==> src/rtl/axi_lite_write_slave.sv <==
// AXI4-Lite write responder: accepts AW and W independently, applies byte strobes
// to a bank of 32-bit registers and returns one B response per transaction.
module axi_lite_write_slave #(
    parameter int ADDR_WIDTH = 32,
    parameter int NUM_REGS   = 8
) (
    input  logic                     clk,
    input  logic                     rst_n,
    input  logic [ADDR_WIDTH-1:0]    awaddr,
    input  logic                     awvalid,
    output logic                     awready,
    input  logic [31:0]              wdata,
    input  logic [3:0]               wstrb,
    input  logic                     wvalid,
    output logic                     wready,
    output logic [1:0]               bresp,
    output logic                     bvalid,
    input  logic                     bready,
    output logic [32*NUM_REGS-1:0]   reg_out,
    output logic [NUM_REGS-1:0]      wr_pulse,
    output logic                     done
);

    localparam int IDX_W = ADDR_WIDTH - 2;
    localparam logic [IDX_W-1:0] NUM_REGS_IDX = IDX_W'(NUM_REGS);
    localparam logic [1:0] RESP_OKAY   = 2'b00;
    localparam logic [1:0] RESP_SLVERR = 2'b10;

    typedef enum logic [1:0] {
        IDLE  = 2'd0,
        WRITE = 2'd1,
        RESP  = 2'd2
    } state_t;

    state_t                state;
    logic                  aw_held;
    logic                  w_held;
    logic [ADDR_WIDTH-1:0] addr_q;
    logic [31:0]           data_q;
    logic [3:0]            strb_q;
    logic [31:0]           regs [NUM_REGS];

    logic                  aw_hs;
    logic                  w_hs;
    logic [IDX_W-1:0]      idx;
    logic                  legal;

    // Readies are gated by rst_n so they drop the moment reset asserts.
    assign awready = rst_n && (state == IDLE) && !aw_held;
    assign wready  = rst_n && (state == IDLE) && !w_held;
    assign aw_hs   = awvalid && awready;
    assign w_hs    = wvalid && wready;
    assign done    = (state == RESP) && bready;

    assign idx   = addr_q[ADDR_WIDTH-1:2];
    assign legal = (addr_q[1:0] == 2'b00) && (idx < NUM_REGS_IDX);

    // NOTE: every variable assigned in always_comb gets a value on every path
    // (here via the loop covering all indices), otherwise a latch is inferred.
    always_comb begin
        for (int i = 0; i < NUM_REGS; i++) begin
            reg_out[32*i +: 32] = regs[i];
        end
    end

    // NOTE: sequential state uses non-blocking assignments only, so every
    // register samples values from before the edge regardless of statement order.
    always_ff @(posedge clk or negedge rst_n) begin
        if (!rst_n) begin
            state    <= IDLE;
            aw_held  <= 1'b0;
            w_held   <= 1'b0;
            addr_q   <= '0;
            data_q   <= '0;
            strb_q   <= '0;
            bvalid   <= 1'b0;
            bresp    <= RESP_OKAY;
            wr_pulse <= '0;
            // NOTE: the register bank is software-visible state that must read
            // zero after reset, so it is reset like control flops, not left as RAM.
            for (int i = 0; i < NUM_REGS; i++) begin
                regs[i] <= '0;
            end
        end else begin
            wr_pulse <= '0;
            case (state)
                IDLE: begin
                    if (aw_hs) begin
                        addr_q  <= awaddr;
                        aw_held <= 1'b1;
                    end
                    if (w_hs) begin
                        data_q <= wdata;
                        strb_q <= wstrb;
                        w_held <= 1'b1;
                    end
                    if ((aw_held || aw_hs) && (w_held || w_hs)) begin
                        state <= WRITE;
                    end
                end

                WRITE: begin
                    for (int i = 0; i < NUM_REGS; i++) begin
                        if (legal && (idx == IDX_W'(i))) begin
                            for (int k = 0; k < 4; k++) begin
                                if (strb_q[k]) begin
                                    regs[i][8*k +: 8] <= data_q[8*k +: 8];
                                end
                            end
                            wr_pulse[i] <= 1'b1;
                        end
                    end
                    bresp  <= legal ? RESP_OKAY : RESP_SLVERR;
                    bvalid <= 1'b1;
                    state  <= RESP;
                end

                RESP: begin
                    if (bready) begin
                        bvalid  <= 1'b0;
                        aw_held <= 1'b0;
                        w_held  <= 1'b0;
                        state   <= IDLE;
                    end
                end

                default: begin
                    state <= IDLE;
                end
            endcase
        end
    end

endmodule
==> config.mk <==
export PLATFORM = sky130hd
export DESIGN_NAME = axi_lite_write_slave
export DESIGN_NICKNAME = d
export VERILOG_FILES = /design/src/rtl/axi_lite_write_slave.sv
export SDC_FILE = /design/constraint.sdc
export NUM_CORES = 1
export LEC_CHECK = 0
export CAP_MARGIN = 5
export CELL_PAD_IN_SITES_DETAIL_PLACEMENT = 0
export CELL_PAD_IN_SITES_GLOBAL_PLACEMENT = 2
export CORE_UTILIZATION = 44
export CTS_CLUSTER_DIAMETER = 120
export CTS_CLUSTER_SIZE = 25
export DETAILED_ROUTE_END_ITERATION = 10
export DONT_BUFFER_PORTS = 1
export PLACE_DENSITY = 0.87
export SYNTH_ARGS = -nofsm -noshare
export SYNTH_HDL_FRONTEND = slang
export SYNTH_SLANG_ARGS = --single-unit
==> constraint.sdc <==
create_clock -name clk -period 3.05 [get_ports clk]
set_input_delay 0.61 -clock clk [delete_from_list [all_inputs] [get_ports clk]]
set_output_delay 0.61 -clock clk [all_outputs]
set_load 0.01 [all_outputs]
==> impl_results.md <==
- Register area share after synthesis: 64.41%
- Fin Setup TNS: 0 ps
- DRC viols: 0
- Pwr Density: 657.5 nW/µm²
- EDFF count, synth: 0
- Antenna violations before repair: 5
- Worst path slowest cell: or4_1
- Asr flop ratio synth: 100.0%
- Power consumption: 9.302 mW
- Number of buffers created by CTS: 17
- Post-CTS Setup Bufs: 0
- Via count: 6669
- Post-DRT Antenna Nets: 0
- Placed instance count: 1162
- Layout Nets: 870
- CP top delay family: simple AND/OR/NAND/NOR gates
- GPL Wtd Cong: 0.7768
- Clk_lat worst skew: 520 ps
- CTS Sinks: 338
- PortBufs: 0
- Synth top area share: 64.41%
- Post-DP HPWL: 20540 µm
- GRT Residual Overflow: 0
- Initial Util: 45.26%
- Max Fanout on Critical Path: 10
- YS warnings: 0
- Largest net degree at the start of global routing: 341
- RSZ-0062 raised after global routing: false
- Worst Hold Class: primary input to asynchronous set/reset pin
- P_leak: 7.127 nW
- Worst slew pin tran: 584.8 ps
- Die H: 174.8 µm
- Share of cells above drive strength 1: 41.53%
- GRT Total Usage: 19.80%
- Non-Filler Instances: 1186
- Crit path time final: 2713 ps
- First-pass GRT wire length: 46220 µm
- Die width: 174.8 µm
- Critical path data required time: 3450 ps
- Die area: 30540 µm²
- Setup WS post-layout: 336.9 ps
- Synth top area cells: dfrtp_1 (64%), mux2_2 (22%), mux2_1 (5.5%)
- Final period util: 88.95%
- Worst VDD drop: 0.4197 mV
- CTS H-tree depth: 1
- Max Cap Viol: 0
- Wire per inst: 25.57 µm
- Met2 routed WL: 14570 µm
- Placement Setup Slack: 339.7 ps
- Top_reg_cell synth: dfrtp_1
- Max Fclk: 0.3686 GHz
- Metal1 wirelength: 12020 µm
- Critical Path AT: 3110 ps
- Drt pass-1 iters: 4
- Clock transition at path regs: 100 ps
- CTS tree: done
- Setup Skew: 18.20 ps
- Post-Syn Nets: 854
- DRT iter0 DRCs: 327
- Flops & latches, synth: 338
- CP peak stage delay: 660 ps
- Setup-failing EPs final: 0
- Final wirelength: 30330 µm
- Mapped Area: 13130 µm²
- Clock buffer depth: 3
- Pins Over Slew Limit: 0
- Clock root buffer: clkbuf_16
- Core ar.: 29010 µm²
- DR top layer: met5
- Syn Inst Count: 781
- Relative slew margins: 60.72%
- CP Capture Type: flip-flop
- Status: complete, but fails checks
- Critical path type: flip-flop to flip-flop
- FP Rows: 62
- Most area-hungry cell type in the Yosys netlist: dfrtp_1
- Via density: 5.623
- Failing checks: hold timing
- # resized after CTS: 0
- Critical-path cell list: or4_1 > nor4_4 > nand4_1 > mux2_2
- Met3 Routed Length: 3426 µm
- I/O pin count: 343
- WHS: -224.6 ps
- Buffers & Inverters on Critical Path: 0
- Vias in the first global route: 7080
- Layout area overhead: 7.717%
- Startpoint Class: flip-flop
- Endpoints failing hold: 338
- Avg Cell Area, Syn: 16.82 µm²
- Synth cell types: 29
==> layout by cell type, fill, tap and decap left out, types with 5 or more instances in the layout <==
master,count
dfrtp_1,338
mux2_2,260
mux2_1,64
buf_4,23
nand4_4,20
clkbuf_16,17
nand4_1,11
nor4_1,10
nor3_1,7
diode_2,5
nor2_1,5
==> worst paths after layout <==
| check | to | cells past startpoint | start | slack (ps) |
|---|---|---|---|---|
| setup / recovery | reg_out[190]$_DFFE_PN0P_ | 4 | addr_q[12]$_DFFE_PN0P_ | 340 |
| hold / removal | reg_out[37]$_DFFE_PN0P_ | 0 | rst_n | -220 |
| setup reg to reg | reg_out[190]$_DFFE_PN0P_ | 4 | addr_q[12]$_DFFE_PN0P_ | 340 |
| hold reg to reg | addr_q[9]$_DFFE_PN0P_ | 1 | addr_q[9]$_DFFE_PN0P_ | 510 |
| max in group asynchronous | data_q[18]$_DFFE_PN0P_ | 0 | rst_n | 2770 |
| min in group clk | state[1]$_DFFE_PN0P_ | 1 | bready | 190 |
==> power by group <==
part           internal, mW  switching, mW  total [mW]
Clock                  1.02           1.39        2.42
Combinational         0.589          0.420        1.01
Sequential             4.97          0.904        5.88
Total                  6.58           2.72        9.30
==> cell type report <==
type	count	area, µm²
diodes	5	12.51
clock buffers	17	425.4
clock inverters	2	25.02
fillers	2499	14870
inverters	3	11.26
multi-input cells	413	4541
flip-flops and latches	338	8458
well taps	384	480.5
repair buffers	24	192.7
==> cells by family (layout without fill, tap and decap cells) <==
| kind of cell | Yosys count | in the layout | share of synthesized area [%] |
|---|---|---|---|
| multiplexers | 324 | 324 | 27.78 |
| other | 1 | 6 | 0.02855 |
| AND/OR/NAND/NOR | 81 | 81 | 6.441 |
| flip-flops | 338 | 338 | 64.41 |
| buffers and inverters | 30 | 46 | 1.048 |
| AO/OA/AOI/OAI | 7 | 7 | 0.2954 |
==> synthesized netlist by cell type, types with 5 or more instances <==
| library cell | count |
|---|---|
| nor4_1 | 10 |
| nand4_4 | 20 |
| clkbuf_1 | 9 |
| mux2_2 | 260 |
| dfrtp_1 | 338 |
| nand4_1 | 11 |
| mux2_1 | 64 |
| buf_2 | 5 |
| buf_1 | 10 |
| nor2_1 | 5 |
| nor3_1 | 7 |
==> stage by stage <==
| step | hold slack (ps) | utilization, % | area [µm²] |
|---|---|---|---|
| after global routing | -253.0 | 48.76 | 14150 |
| after floorplan | 314.4 | - | 13130 |
| after CTS | -245.3 | 48.71 | 14130 |
| after global placement | 320.5 | 47.16 | 13680 |
| after detailed placement | 321.9 | 47.16 | 13680 |
| final | -224.6 | 48.76 | 14150 |
==> layer usage <==
metal / global-route usage (%) / up-vias
met5: 0 / -
met2: 32.29 / 259
met3: 7.637 / 26
met4: 3.877 / 2
li1: - / 2866
met1: 25.15 / 3516
==> state kept, by name, indices dropped and copies added, names as in the netlist <==
name and flops:
bresp 1, wr_pulse 8, w_held 1, addr_q 32
state 2, aw_held 1, strb_q 4, data_q 32
bvalid 1, reg_out 256
Power figures use the tool's default switching activity.
